--- src/rtl/adc_scan_pkg.sv ---
// Shared types and config-word layout for the ADC scan controller.
// The serial config word is sent MSB first: {S/D, O/S, S1, S0, UNI, SLP}.
package adc_scan_pkg;

    typedef enum logic [2:0] {
        ST_IDLE,
        ST_CONV,
        ST_WAIT,
        ST_SHIFT,
        ST_DONE
    } state_t;

    localparam int CFG_W        = 6;
    localparam int CFG_SD_BIT   = 5;
    localparam int CFG_OS_BIT   = 4;
    localparam int CFG_SEL1_BIT = 3;
    localparam int CFG_SEL0_BIT = 2;
    localparam int CFG_UNI_BIT  = 1;
    localparam int CFG_SLP_BIT  = 0;

    // Single-ended, unipolar, no sleep; the ADC's odd/select bits scramble the channel index.
    function automatic logic [CFG_W-1:0] cfg_word(input logic [2:0] ch);
        logic [CFG_W-1:0] w;
        w               = '0;
        w[CFG_SD_BIT]   = 1'b1;
        w[CFG_OS_BIT]   = ch[0];
        w[CFG_SEL1_BIT] = ch[2];
        w[CFG_SEL0_BIT] = ch[1];
        w[CFG_UNI_BIT]  = 1'b1;
        w[CFG_SLP_BIT]  = 1'b0;
        return w;
    endfunction

endpackage

--- src/rtl/adc_sck_gen.sv ---
// SCK divider and bit counter for one serial frame; SCK is a plain flop, low half first.
// rise marks the first clk cycle of a high half, fall marks the last one (SCK drops after it).
module adc_sck_gen #(
    parameter int DATA_W  = 12,
    parameter int CLK_DIV = 2
) (
    input  logic clk,
    input  logic reset_n,
    input  logic en,
    output logic sck,
    output logic rise,
    output logic fall,
    output logic last_bit
);

    localparam int DIV_W = (CLK_DIV > 1) ? $clog2(CLK_DIV) : 1;
    localparam int BIT_W = $clog2(DATA_W + 1);

    logic [DIV_W-1:0] div_cnt;
    logic [BIT_W-1:0] bit_cnt;
    logic             sck_q;
    logic             half_end;

    assign half_end = (div_cnt == DIV_W'(CLK_DIV - 1));

    // NOTE: every flop here uses non-blocking assignment so all of them see pre-edge values.
    always_ff @(posedge clk or negedge reset_n) begin
        if (!reset_n) begin
            div_cnt <= '0;
            bit_cnt <= '0;
            sck_q   <= 1'b0;
        end else if (!en) begin
            div_cnt <= '0;
            bit_cnt <= '0;
            sck_q   <= 1'b0;
        end else if (half_end) begin
            div_cnt <= '0;
            sck_q   <= ~sck_q;
            if (sck_q) begin
                bit_cnt <= bit_cnt + BIT_W'(1);
            end
        end else begin
            div_cnt <= div_cnt + DIV_W'(1);
        end
    end

    assign sck      = sck_q;
    assign rise     = en && sck_q && (div_cnt == '0);
    assign fall     = en && sck_q && half_end;
    assign last_bit = en && (bit_cnt == BIT_W'(DATA_W - 1));

endmodule

--- src/rtl/adc_scan_ctrl.sv ---
// Channel-scanning controller for a serial SAR ADC that pipelines one frame:
// the data read in a frame belongs to the channel configured in the frame before.
module adc_scan_ctrl
    import adc_scan_pkg::*;
#(
    parameter int DATA_W     = 12,
    parameter int NUM_CH     = 8,
    parameter int CLK_DIV    = 2,
    parameter int CONVST_CYC = 2,
    parameter int TCONV_CYC  = 80,
    localparam int CH_W      = $clog2(NUM_CH)
) (
    input  logic              clk,
    input  logic              reset_n,
    input  logic              start,
    input  logic              continuous,
    input  logic [NUM_CH-1:0] chan_mask,
    output logic [DATA_W-1:0] result_data,
    output logic [CH_W-1:0]   result_chan,
    output logic              result_valid,
    output logic              busy,
    output logic              ADC_CONVST,
    output logic              ADC_SCK,
    output logic              ADC_SDI,
    input  logic              ADC_SDO
);

    localparam int CNT_MAX = (CONVST_CYC > TCONV_CYC) ? CONVST_CYC : TCONV_CYC;
    localparam int CNT_W   = $clog2(CNT_MAX + 1);

    state_t              state;
    state_t              state_next;
    logic [CNT_W-1:0]    cnt;
    logic [CH_W-1:0]     cur_ch;
    logic [CH_W-1:0]     tag_ch;
    logic                tag_valid;
    logic                cur_wrap;
    logic [DATA_W-1:0]   rx_sr;
    logic [CFG_W-1:0]    cfg_sr;
    logic [CFG_W-1:0]    cfg_now;
    logic                sdi_q;
    logic                sck;
    logic                sck_rise;
    logic                sck_fall;
    logic                last_bit;
    logic                conv_last;
    logic                wait_last;
    logic                mask_any;
    logic [CH_W-1:0]     first_ch;
    logic [CH_W-1:0]     succ_ch;
    logic                succ_wrap;

    // Lowest enabled channel strictly after cur, wrapping; returns cur if none is enabled.
    function automatic logic [CH_W-1:0] next_ch(input logic [CH_W-1:0] cur,
                                                input logic [NUM_CH-1:0] mask);
        logic [CH_W-1:0] res;
        logic            found;
        int              idx;
        res   = cur;
        found = 1'b0;
        for (int i = 1; i <= NUM_CH; i++) begin
            idx = (int'(cur) + i) % NUM_CH;
            if (!found && mask[idx]) begin
                res   = CH_W'(idx);
                found = 1'b1;
            end
        end
        return res;
    endfunction

    adc_sck_gen #(
        .DATA_W  (DATA_W),
        .CLK_DIV (CLK_DIV)
    ) u_sck_gen (
        .clk      (clk),
        .reset_n  (reset_n),
        .en       (state == ST_SHIFT),
        .sck      (sck),
        .rise     (sck_rise),
        .fall     (sck_fall),
        .last_bit (last_bit)
    );

    assign conv_last = (state == ST_CONV) && (cnt == CNT_W'(CONVST_CYC - 1));
    assign wait_last = (state == ST_WAIT) && (cnt == CNT_W'(TCONV_CYC - 1));
    assign mask_any  = |chan_mask;
    assign first_ch  = next_ch(CH_W'(NUM_CH - 1), chan_mask);
    assign succ_ch   = next_ch(cur_ch, chan_mask);
    assign succ_wrap = (succ_ch <= cur_ch);
    assign cfg_now   = cfg_word(3'(cur_ch));

    always_ff @(posedge clk or negedge reset_n) begin
        if (!reset_n) begin
            state <= ST_IDLE;
        end else begin
            state <= state_next;
        end
    end

    // NOTE: state_next takes its default before the case so no path can infer a latch.
    always_comb begin
        state_next = state;
        case (state)
            ST_IDLE:  if ((start || continuous) && mask_any) state_next = ST_CONV;
            ST_CONV:  if (conv_last)                         state_next = ST_WAIT;
            ST_WAIT:  if (wait_last)                         state_next = ST_SHIFT;
            ST_SHIFT: if (sck_fall && last_bit)              state_next = ST_DONE;
            ST_DONE: begin
                // A frame that configured a wrapped channel closes the pass.
                if (!mask_any || (cur_wrap && !continuous)) state_next = ST_IDLE;
                else                                        state_next = ST_CONV;
            end
            default:  state_next = ST_IDLE;
        endcase
    end

    always_ff @(posedge clk or negedge reset_n) begin
        if (!reset_n) begin
            cnt <= '0;
        end else if (state_next != state) begin
            cnt <= '0;
        end else if (state == ST_CONV || state == ST_WAIT) begin
            cnt <= cnt + CNT_W'(1);
        end else begin
            cnt <= '0;
        end
    end

    always_ff @(posedge clk or negedge reset_n) begin
        if (!reset_n) begin
            cur_ch       <= '0;
            tag_ch       <= '0;
            tag_valid    <= 1'b0;
            cur_wrap     <= 1'b0;
            rx_sr        <= '0;
            cfg_sr       <= '0;
            sdi_q        <= 1'b0;
            result_data  <= '0;
            result_chan  <= '0;
            result_valid <= 1'b0;
        end else begin
            result_valid <= 1'b0;
            case (state)
                ST_IDLE: begin
                    if (state_next == ST_CONV) begin
                        cur_ch    <= first_ch;
                        cur_wrap  <= 1'b0;
                        tag_valid <= 1'b0;
                    end
                end
                ST_WAIT: begin
                    // Preload so the first config bit is on SDI from the first SHIFT cycle.
                    if (wait_last) begin
                        sdi_q  <= cfg_now[CFG_W-1];
                        cfg_sr <= cfg_now << 1;
                    end
                end
                ST_SHIFT: begin
                    if (sck_rise) begin
                        rx_sr <= {rx_sr[DATA_W-2:0], ADC_SDO};
                    end
                    if (sck_fall) begin
                        sdi_q  <= cfg_sr[CFG_W-1];
                        cfg_sr <= cfg_sr << 1;
                    end
                end
                ST_DONE: begin
                    if (tag_valid) begin
                        result_data  <= rx_sr;
                        result_chan  <= tag_ch;
                        result_valid <= 1'b1;
                    end
                    tag_ch    <= cur_ch;
                    tag_valid <= 1'b1;
                    cur_ch    <= succ_ch;
                    cur_wrap  <= succ_wrap;
                    sdi_q     <= 1'b0;
                end
                default: ;
            endcase
        end
    end

    assign busy       = (state != ST_IDLE);
    assign ADC_CONVST = (state == ST_CONV);
    assign ADC_SCK    = sck;
    assign ADC_SDI    = sdi_q;

endmodule
--- config.mk ---
export PLATFORM = sky130hd
export DESIGN_NAME = adc_scan_ctrl
export DESIGN_NICKNAME = d
export VERILOG_FILES = /design/src/rtl/adc_scan_pkg.sv /design/src/rtl/adc_sck_gen.sv /design/src/rtl/adc_scan_ctrl.sv
export SDC_FILE = /design/constraint.sdc
export NUM_CORES = 1
export LEC_CHECK = 0
export CAP_MARGIN = 40
export CORE_UTILIZATION = 30
export CTS_BUF_LIST = sky130_fd_sc_hd__clkbuf_4 sky130_fd_sc_hd__clkbuf_8
export DETAILED_ROUTE_END_ITERATION = 12
export GPL_ROUTABILITY_DRIVEN = 0
export PLACE_DENSITY = 0.49
export SYNTH_ARGS = -nofsm -noshare
export SYNTH_HDL_FRONTEND = slang
export SYNTH_SLANG_ARGS = --single-unit
export TNS_END_PERCENT = 30
--- constraint.sdc ---
create_clock -name clk -period 5.4 [get_ports clk]
set_clock_uncertainty 0.05 [all_clocks]
set_input_delay 1.08 -clock clk [delete_from_list [all_inputs] [get_ports clk]]
set_output_delay 1.08 -clock clk [all_outputs]
set_load 0.05 [all_outputs]
==> metrics.csv, run 1 <==
stage;metric;value;unit
worst_setup_path;max incr delay on CP;0.58;ns
sta;Max Slew Vio Count;0;
worst_setup_path;Startpoint Class;input port;
hold_path;Hold Crit Class;register to register;
power;power per cell area;263;nW/um2
hold_path;min-delay src;tag_ch[2];
outcome;outcome;finished, final reports clean;
sta;final setup margin;1.27;ns
worst_setup_path;critical path arrival;4.32;ns
worst_setup_path;Reg2Reg Launch Point;cur_ch[1];
cells_and_area;Area Overhead vs Synth;20.0;%
yosys;synth unique cells;52;
worst_setup_path;Critical path origin;chan_mask[0];
cells_and_area;final layout net count;373;
clocking;H-tree levels;3;
routing;Vias;2540;
worst_setup_path;worst-path cell chain;clkdlybuf4s50_1, mux2_4, mux4_2, or3_1, o211a_1, a211oi_1, o21ai_1, ha_1, a21o_1, a21oi_1, a31oi_1, o22ai_1;
clocking;clock slew at the register clock pins of the worst setup and hold paths;0.07;ns
worst_setup_path;Bufs and invs on worst path;1;
yosys;mux cell area share after synthesis;0.207;
power;Max VDD drop;175;uV
run;max_cap viols;0;
yosys;post-synthesis average cell area;10.4;um2
yosys;commonest register cell after synthesis;dfrtp_1;
placed_design;placed cells;481;
floorplan;core footprint;10900;um2
routing;top layer in use;met4;
routing;First DRT Iteration DRCs;83;
yosys;largest family of logic cells by synthesized area;multiplexers;
worst_setup_path;Worst EP required;5.59;ns
cells_and_area;final core utilization;0.371;
routing;vias per cell;5.11;
placed_design;PortBufs;32;
clocking;CTS Sinks;57;
power;P_leak;1.80;nW
routing;Detailed Route WL;7120;um
routing;met1 WL;3330;um
yosys;XOR/XNOR share of the synthesized area;0.0312;
clocking;Clock Path Buffers;2;
yosys;syn nets;344;
placed_design;Setup WS pre-CTS;0.961;ns
routing;Initial DRT Pass Iterations;4;
yosys;Post-Syn Instances;323;
clocking;CTS Hold Bufs;0;
clocking;Num CTS Buffers;9;
sta;RSZ-0062 raised after global routing;no;
clocking;setup bufs post-CTS;0;
sta;period utilization;0.765;
yosys;number of flops mapped to enable cells by yosys;0;
yosys;Simple-Gate Fraction of Synth Area;0.139;
clocking;root buffer cell;clkbuf_8;
sta;Worst Tran Pin Value;0.710;ns
placed_design;DP HPWL;5160;um
sta;Final Hold Fails;0;
global_routing;number of global-route vias before repair;2560;
worst_setup_path;CP max-delay cell;clkdlybuf4s50_1;
routing;post-detailed-route count of antenna-violating nets;0;
global_routing;largest net degree at the start of global routing;58;
sta;achievable frequency;0.242;GHz
routing;met3 WL;251;um
clocking;CTS tree;done;
floorplan;DIE HEIGHT;108;um
placed_design;dpl cell area;3820;um2
floorplan;number of I/O pins;33;
cells_and_area;n_diodes;0;
floorplan;die area;11700;um2
worst_setup_path;largest fanout on the critical path;10;
floorplan;Core Rows;38;
cells_and_area;area occupied by multi-input gates;1810;um2
cells_and_area;Filler Cells Inserted;1075;
routing;met2 WL;3360;um
floorplan;Initial Utilization;0.309;
clocking;Worst-Skew Late Latency;0.33;ns
worst_setup_path;CP delay by family, top;compound AO/OA/AOI/OAI gates;
cells_and_area;Seq. cell area;1430;um2
worst_setup_path;crit end category;register;
routing;Routed WL per cell;14.3;um
yosys;Post-synth ARST share;1.00;
sta;Worst slew margin;0.527;
sta;min Tclk post-route;4.13;ns
clocking;PostCTS Resize Cnt;0;
cells_and_area;share of cells above drive strength 1;0.199;
floorplan;die width;108;um
sta;final setup vio count;0;
yosys;#FFs+latches synth;57;
yosys;warnings from Yosys;0;
yosys;mapped cell area;3370;um2
sta;Setup TNS;0;ns
yosys;sequential share of the synthesized area;0.423;
global_routing;first-pass GRT wire length;12200;um
worst_setup_path;crit path kind;input port to register;
routing;Residual DRC;0;
yosys;post-synthesis adder-cell area fraction;0.0297;
global_routing;GRT Overall Usage;0.133;
global_routing;initial antenna violation count;0;
global_routing;GRT overflow;0;
yosys;complex-gate fraction of the synthesized area;0.130;
cells_and_area;Post-Layout Inst Area;4040;um2
cells_and_area;non-filler instance count after layout;497;
[state kept, by name (all words and copies together) (netlist names)]
name and cells:
state 3, rx_sr 12, u_sck_gen.bit_cnt 4, ADC_SDI 1
cfg_sr 4, u_sck_gen.div_cnt 1, cnt 7, result_chan 3
cur_wrap 1, u_sck_gen.sck 1, tag_ch 3, tag_valid 1
result_valid 1, result_data 12, cur_ch 3
[worst min-delay path: cells and delay by family, from the launching register on]
kind / cells / cell delay [ns]
compound gates: 1 / 0.06
flops: 1 / 0.34
simple gates: 1 / 0.05
[final timing paths]
path                                   to  slack, ns  cells past startpoint
hold reg to reg                 tag_ch[2]       0.43                      2
setup / recovery                 cur_wrap       1.27                     12
hold / removal                  tag_ch[2]       0.43                      2
setup reg to reg                 cur_wrap       1.44                     16
min in group asynchronous  result_data[6]       0.83                      2
max in group asynchronous       cur_ch[0]       4.00                      2
[stage by stage]
step | power (W) | hold WS [ns]
2_1_floorplan | 0.000574 | 0.390
3_3_place_gp | 0.000628 | 0.418
3_5_place_dp | 0.000625 | 0.425
4_1_cts | 0.00108 | 0.442
5_1_grt | 0.00112 | 0.471
6_report | 0.00106 | 0.432
[placed cells by master (no fill, tap or decap), types with 3 or more instances in the layout]
master / n
and2_1: 4
buf_4: 5
clkbuf_8: 9
dfrtp_1: 57
xor2_1: 5
nor3_1: 6
ha_1: 8
mux2_2: 31
nand3b_1: 4
clkdlybuf4s50_1: 31
a21oi_1: 10
a211oi_1: 3
mux2i_1: 7
o21ai_0: 7
nand2_1: 28
nand3_1: 9
xnor2_1: 7
mux4_2: 11
or3_1: 3
inv_1: 13
o22ai_1: 6
a31oi_1: 4
o211a_1: 3
nor2_1: 36
o211ai_1: 3
[final cells by class]
class	instances	area share
inverters	14	0.0130
clock inverters	7	0.0251
well taps	140	0.0433
multi-input cells	232	0.447
repair buffers	38	0.0885
clock buffers	9	0.0306
flip-flops and latches	57	0.353
[where the power goes]
| part | switching [W] | internal (W) | total (W) |
|---|---|---|---|
| sequential | 0.00000118 | 0.000429 | 0.000430 |
| combinational | 0.000106 | 0.0000810 | 0.000187 |
| clock | 0.000183 | 0.000263 | 0.000446 |
| total | 0.000290 | 0.000774 | 0.00106 |
[cell usage after synthesis, types with 2 or more instances]
master	number	area, um2
dfrtp_1	57	1430
nor2_1	36	135
mux2_2	31	349
nand2_1	28	105
clkbuf_1	18	67.6
inv_1	13	48.8
mux4_2	11	248
a21oi_1	10	50.1
nand3_1	9	45.0
ha_1	8	100
mux2i_1	7	70.1
o21ai_0	7	35.0
xnor2_1	7	61.3
nor3_1	6	30.0
o22ai_1	6	37.5
xor2_1	5	43.8
a31oi_1	4	25.0
and2_1	4	25.0
nand3b_1	4	30.0
a211oi_1	3	22.5
o211a_1	3	30.0
o211ai_1	3	22.5
or3_1	3	18.8
a21boi_0	2	15.0
a21o_1	2	15.0
a221o_1	2	20.0
a311oi_1	2	17.5
a32o_1	2	20.0
mux2_4	2	30.0
nand2b_1	2	12.5
nor3b_1	2	15.0
nor4_1	2	12.5
o2111ai_1	2	17.5
o31ai_1	2	15.0
[logic make-up after synthesis]
logic type | Yosys count
buf+inv | 34
mux | 51
compound gates | 60
xor+xnor | 12
flops | 57
fa+ha+maj | 8
simple gates | 101
[routing by layer]
layer	up-vias	track usage
met1	1241	0.180
li1	1234	-
met5	-	0
met3	18	0.0301
met4	0	0.0548
met2	47	0.205
Power figures use the tool's default switching activity.
==> inputs of run 2 (changes only) <==
==> constraint.sdc (replaced) <==
create_clock -name clk -period 4.2 [get_ports clk]
set_clock_uncertainty 0.05 [all_clocks]
set_input_delay 0.84 -clock clk [delete_from_list [all_inputs] [get_ports clk]]
set_output_delay 0.84 -clock clk [all_outputs]
set_load 0.05 [all_outputs]
==> run 2 against run 1 <==
Against the previous run:
- combinational power grew 41%
- cell count increased by 2.8%
- sequential share of layout area down 0.64 points
- core utilization up 0.69 points
- non-clock buffer count rose by 14
- power grew 24%
- critical path type unchanged
- critical endpoint unchanged
- largest power group is now sequential cells
- highest routed layer unchanged
==> metrics.csv, run 2 (synthesis results as in run 1) <==
stage;metric;value;unit;change
power;Combinational Power Share;0.200;;was 0.176
sta;Setup TNS;0;ns;unchanged
sta;Final Hold Fails;0;;unchanged
power;Flop pwr share;0.419;;was 0.405
clocking;PostCTS Resize Cnt;0;;unchanged
cells_and_area;most common cell after layout, fill and taps aside;dfrtp_1;;unchanged
placed_design;PortBufs;32;;unchanged
hold_path;Hold EP;tag_ch[1];;was tag_ch[2]
worst_setup_path;Startpoint Class;input port;;unchanged
hold_path;min-delay src;tag_ch[1];;was tag_ch[2]
worst_setup_path;CP max-delay cell;mux4_2;;was clkdlybuf4s50_1
sta;RSZ-0062 raised after global routing;no;;unchanged
hold_path;Hold Crit Class;register to register;;unchanged
worst_setup_path;CP delay by family, top;compound AO/OA/AOI/OAI gates;;unchanged
worst_setup_path;R2R Path End;cur_wrap;;unchanged
global_routing;GRT overflow;0;;unchanged
cells_and_area;Area Overhead vs Synth;22.3;%;was 20.0%
routing;First DRT Iteration DRCs;88;;was 83
run;max_cap viols;0;;unchanged
clocking;root buffer cell;clkbuf_8;;unchanged
clocking;Clock Path Buffers;2;;unchanged
routing;met3 WL;163;um;was 251 um
placed_design;DP HPWL;5470;um;was 5160 um
routing;top layer in use;met4;;unchanged
routing;vias per cell;5.03;;was 5.11
clocking;clock slew at the register clock pins of the worst setup and hold paths;0.07;ns;about the same
routing;Vias;2571;;was 2540
power;Pint;0.000960;W;was 0.000774 W
clocking;H-tree levels;3;;unchanged
sta;achievable frequency;0.265;GHz;
routing;post-detailed-route count of antenna-violating nets;0;;unchanged
cells_and_area;share of cells above drive strength 1;0.229;;was 0.199
worst_setup_path;Reg2Reg Launch Point;cur_ch[0];;was cur_ch[1]
clocking;CTS Sinks;57;;unchanged
power;P_leak;1.86;nW;was 1.80 nW
worst_setup_path;reg2reg path depth;12;;was 16
power;net switching power;0.000363;W;was 0.000290 W
routing;Routed WL per cell;14.7;um;was 14.3 um
clocking;setup bufs post-CTS;0;;unchanged
worst_setup_path;critical path arrival;3.97;ns;was 4.32 ns
global_routing;largest net degree at the start of global routing;31;;was 58
floorplan;die area;11700;um2;unchanged
worst_setup_path;crit path kind;input port to register;;unchanged
sta;period utilization;0.899;;
floorplan;number of I/O pins;33;;unchanged
floorplan;DIE HEIGHT;108;um;unchanged
cells_and_area;biggest regs;result_data x12, rx_sr x12, cnt x7;;unchanged
routing;Detailed Route WL;7490;um;was 7120 um
worst_setup_path;worst-path cell chain;clkdlybuf4s50_1, mux2_4, mux4_2, or3_1, o211a_1, a211oi_1, o21ai_1, ha_1, a21o_1, a21oi_1, a31oi_1, o22ai_1;;unchanged
worst_setup_path;largest fanout on the critical path;7;;was 10
routing;met1 WL;3740;um;was 3330 um
clocking;Worst-Skew Late Latency;0.33;ns;about the same
global_routing;first-pass GRT wire length;12500;um;was 12200 um
global_routing;GRT Overall Usage;0.136;;was 0.133
floorplan;Core Rows;38;;unchanged
sta;Max Slew Vio Count;0;;unchanged
floorplan;Initial Utilization;0.309;;unchanged
floorplan;core footprint;10900;um2;unchanged
worst_setup_path;Bufs and invs on worst path;1;;unchanged
cells_and_area;final layout net count;387;;was 373
power;Max VDD drop;236;uV;was 175 uV
clocking;CTS tree;done;;unchanged
routing;met2 WL;3500;um;was 3360 um
outcome;outcome;finished, final reports clean;;unchanged
floorplan;die width;108;um;unchanged
clocking;CTS Hold Bufs;0;;unchanged
hold_path;Hold Crit Depth;2;;unchanged
routing;Initial DRT Pass Iterations;4;;unchanged
worst_setup_path;max incr delay on CP;0.53;ns;was 0.58 ns
sta;Worst Tran Pin Value;0.678;ns;was 0.710 ns
cells_and_area;n_diodes;0;;unchanged
worst_setup_path;Worst EP required;4.39;ns;was 5.59 ns
worst_setup_path;crit end category;register;;unchanged
sta;min Tclk post-route;3.78;ns;
sta;hold_ws;0.434;ns;was 0.432 ns
global_routing;number of global-route vias before repair;2556;;was 2560
sta;final setup vio count;0;;unchanged
worst_setup_path;R2R setup slack;0.70;ns;was 1.44 ns
cells_and_area;commonest cells after routing, fill and taps aside;dfrtp_1, nor2_1, mux2_2, clkdlybuf4s50_1, nand2_1;;unchanged
power;Clk network pwr share;0.382;;was 0.420
power;power per cell area;321;nW/um2;was 263 nW/um2
global_routing;initial antenna violation count;0;;unchanged
sta;Worst slew margin;0.548;;was 0.527
clocking;Num CTS Buffers;9;;unchanged
power;sw frac;0.274;;was 0.273
routing;Residual DRC;0;;unchanged
[run 2: cell count changes in the layout (fill, tap and decap cells not counted)]
cell        delta
inv_6          -2
clkinv_2       +2
bufinv_16      -1
buf_4         +14
clkinvlp_4     -1
clkbuf_4       +2
[run 2: layer usage]
layer / global-route usage / up-vias
li1: - / 1274
met1: 0.189 / 1256
met2: 0.216 / 34
met3: 0.0247 / 7
met4: 0.0421 / 0
met5: 0 / -
[run 2: layout make-up]
cell class | instances | area [um2]
Multi-Input combinational cell | 232 | 1810
Fill cell | 1074 | 6770
Tap cell | 140 | 175
Clock inverter | 5 | 56.3
Clock buffer | 11 | 139
Timing Repair Buffer | 52 | 463
Sequential cell | 57 | 1430
Inverter | 14 | 52.6
[run 2: worst max-delay path by stage]
stage | from | to | cells after the start | slack (ns)
global placement | chan_mask[0] | cur_wrap | 12 | 0.15
detailed placement | chan_mask[0] | cur_wrap | 12 | 0.07
global route | chan_mask[3] | cur_wrap | 14 | 0.24
CTS | chan_mask[0] | cur_wrap | 12 | 0.44
floorplan | cur_ch[1] | cur_wrap | 16 | 0.45
finish | chan_mask[0] | cur_wrap | 12 | 0.42
[run 2: per-stage QoR]
step | utilization | total power, W | std cells | setup slack, ns | cell area, um2
6_report | 0.378 | 0.00132 | 511 | 0.423 | 4120
5_1_grt | 0.378 | 0.00140 | 511 | 0.237 | 4120
4_1_cts | 0.378 | 0.00134 | 511 | 0.443 | 4120
3_5_place_dp | 0.360 | 0.000828 | 495 | 0.0685 | 3920
3_3_place_gp | 0.360 | 0.000831 | 494 | 0.147 | 3920
2_1_floorplan | - | 0.000738 | 323 | 0.454 | 3370
[run 2: power by group through the flow]
stage / registers (W) / logic, W / clock network, W
after global routing: 0.000554 / 0.000292 / 0.000550
after global placement: 0.000564 / 0.000267 / 0
after floorplan: 0.000565 / 0.000173 / 0
after detailed placement: 0.000564 / 0.000264 / 0
after CTS: 0.000554 / 0.000265 / 0.000524
final: 0.000554 / 0.000264 / 0.000506
[run 2: tightest hold or removal path: stages (launching register included)]
cell and delay [ns]:
dfrtp_1 0.34, nand2_1 0.04, o21ai_0 0.06
==> inputs of run 3 (changes only) <==
--- a/config.mk
+++ b/config.mk
@@ -6,11 +6,13 @@
 export NUM_CORES = 1
 export LEC_CHECK = 0
 export CAP_MARGIN = 40
+export CELL_PAD_IN_SITES_DETAIL_PLACEMENT = 0
+export CELL_PAD_IN_SITES_GLOBAL_PLACEMENT = 1
 export CORE_UTILIZATION = 30
 export CTS_BUF_LIST = sky130_fd_sc_hd__clkbuf_4 sky130_fd_sc_hd__clkbuf_8
 export DETAILED_ROUTE_END_ITERATION = 12
 export GPL_ROUTABILITY_DRIVEN = 0
-export PLACE_DENSITY = 0.49
+export PLACE_DENSITY = 0.59
 export SYNTH_ARGS = -nofsm -noshare
 export SYNTH_HDL_FRONTEND = slang
 export SYNTH_SLANG_ARGS = --single-unit
==> run 3 against run 2 <==
Against the previous run:
- core utilization up 0.38 points
- power up 5.3%
- first-iteration DRC count rose by 13%
- fmax shrank 1.1%
- critical endpoint unchanged
==> metrics.csv, run 3 (synthesis results as in run 1) <==
stage;metric;value;unit;change
outcome;outcome;finished, final reports clean;;unchanged
cells_and_area;biggest regs;result_data x12, rx_sr x12, cnt x7;;unchanged
worst_setup_path;Startpoint Class;input port;;unchanged
placed_design;DP HPWL;5620;um;was 5470 um
routing;Detailed Route WL;7580;um;was 7490 um
worst_setup_path;crit end category;register;;unchanged
cells_and_area;n_diodes;0;;unchanged
placed_design;placed cells;496;;was 495
routing;Initial DRT Pass Iterations;4;;unchanged
hold_path;Hold Crit Class;register to register;;unchanged
cells_and_area;Filler Cells Inserted;1077;;was 1074
global_routing;initial antenna violation count;0;;unchanged
routing;Routed WL per cell;14.8;um;was 14.7 um
clocking;CTS Sinks;57;;unchanged
worst_setup_path;largest fanout on the critical path;10;;was 7
floorplan;die area;11700;um2;unchanged
global_routing;GRT Overall Usage;0.142;;was 0.136
sta;RSZ-0062 raised after global routing;no;;unchanged
clocking;setup bufs post-CTS;0;;unchanged
floorplan;core footprint;10900;um2;unchanged
routing;vias per cell;5.05;;was 5.03
worst_setup_path;Worst EP required;4.40;ns;was 4.39 ns
clocking;CTS tree;done;;unchanged
sta;achievable frequency;0.262;GHz;was 0.265 GHz
floorplan;Initial Utilization;0.309;;unchanged
sta;Worst slew margin;0.500;;was 0.548
clocking;Worst-Skew Late Latency;0.33;ns;about the same
cells_and_area;share of cells above drive strength 1;0.231;;was 0.229
worst_setup_path;Reg2Reg Launch Point;cur_ch[0];;unchanged
sta;Final Hold Fails;0;;unchanged
floorplan;Core Rows;38;;unchanged
power;power per cell area;335;nW/um2;was 321 nW/um2
sta;Setup TNS;0;ns;unchanged
power;Max VDD drop;170;uV;was 236 uV
hold_path;min-delay src;tag_ch[0];;was tag_ch[1]
floorplan;DIE HEIGHT;108;um;unchanged
worst_setup_path;critical path arrival;4.02;ns;was 3.97 ns
cells_and_area;Area Overhead vs Synth;23.5;%;was 22.3%
run;max_cap viols;0;;unchanged
clocking;PostCTS Resize Cnt;0;;unchanged
clocking;H-tree levels;3;;unchanged
clocking;root buffer cell;clkbuf_8;;unchanged
floorplan;die width;108;um;unchanged
clocking;clock slew at the register clock pins of the worst setup and hold paths;0.06;ns;was 0.07 ns
sta;final setup vio count;0;;unchanged
worst_setup_path;Critical path origin;chan_mask[1];;was chan_mask[0]
floorplan;number of I/O pins;33;;unchanged
clocking;CTS Hold Bufs;0;;unchanged
cells_and_area;commonest cells after routing, fill and taps aside;dfrtp_1, nor2_1, mux2_2, clkdlybuf4s50_1, nand2_1;;unchanged
clocking;Clock Path Buffers;2;;unchanged
clocking;Num CTS Buffers;9;;unchanged
cells_and_area;final layout net count;388;;was 387
power;P_leak;1.88;nW;was 1.86 nW
routing;Vias;2584;;was 2571
worst_setup_path;crit path kind;input port to register;;unchanged
sta;Max Slew Vio Count;0;;unchanged
cells_and_area;most common cell after layout, fill and taps aside;dfrtp_1;;unchanged
sta;Worst Tran Pin Value;0.750;ns;was 0.678 ns
cells_and_area;non-filler instance count after layout;512;;was 511
placed_design;PortBufs;32;;unchanged
global_routing;largest net degree at the start of global routing;34;;was 31
sta;period utilization;0.909;;was 0.899
global_routing;GRT overflow;0;;unchanged
routing;Residual DRC;0;;unchanged
global_routing;first-pass GRT wire length;12800;um;was 12500 um
sta;min Tclk post-route;3.82;ns;was 3.78 ns
global_routing;number of global-route vias before repair;2542;;was 2556
routing;First DRT Iteration DRCs;99;;was 88
routing;post-detailed-route count of antenna-violating nets;0;;unchanged
==> run 3: cell count changes in the layout (fill, tap and decap cells not counted) <==
cell | before | now
bufinv_16 | 1 | 2
clkbuf_8 | 9 | 11
clkbuf_4 | 2 | 0
clkinv_4 | 1 | 0
buf_4 | 19 | 20
==> run 3: per-layer routing <==
metal	vias up	track usage	part of all wire
met5	-	0	0
met4	0	0.0362	0.0086
met3	6	0.0410	0.030
met2	31	0.222	0.48
met1	1279	0.193	0.48
li1	1268	-	-
==> run 3: power by group <==
group	internal, W	switching [W]	total, W
registers	0.000552	0.00000309	0.000555
logic	0.000118	0.000141	0.000259
clock network	0.000364	0.000215	0.000580
==> run 3: layout make-up <==
type	count	area, um2	area share
Clock buffer	11	151	0.0364
Inverter	14	52.6	0.0126
Tap cell	140	175	0.0421
Multi-Input combinational cell	232	1810	0.434
Timing Repair Buffer	53	470	0.113
Clock inverter	5	77.6	0.0187
Sequential cell	57	1430	0.343
==> run 3: per-stage QoR <==
stage | setup WS, ns | instance area (um2) | hold slack [ns] | utilization | power, W
after global routing | 0.255 | 4160 | 0.456 | 0.382 | 0.00146
after CTS | 0.425 | 4160 | 0.427 | 0.382 | 0.00141
after floorplan | 0.454 | 3370 | 0.390 | - | 0.000738
after detailed placement | 0.0619 | 3930 | 0.411 | 0.361 | 0.000823
final | 0.381 | 4160 | 0.422 | 0.382 | 0.00139
after global placement | 0.111 | 3930 | 0.411 | 0.360 | 0.000828
==> run 3: worst max-delay path, stage by stage <==
cell and delay [ns]:
clkdlybuf4s50_1 0.55, mux2_4 0.35, mux4_2 0.52, or3_1 0.37, o211a_1 0.26, a211oi_1 0.22, o21ai_1 0.12, ha_1 0.30
a21o_1 0.16, a21oi_1 0.13, a31oi_1 0.05, o22ai_1 0.15
==> run 3: final timing paths <==
check	end	slack (ns)	depth (start not counted)
worst max register to register	cur_wrap	0.59	12
max in group asynchronous	result_chan[2]	2.77	2
worst max-delay path	cur_wrap	0.38	12
min in group asynchronous	cnt[6]	0.53	1
worst min-delay path	tag_ch[0]	0.42	2
worst min register to register	tag_ch[0]	0.42	2
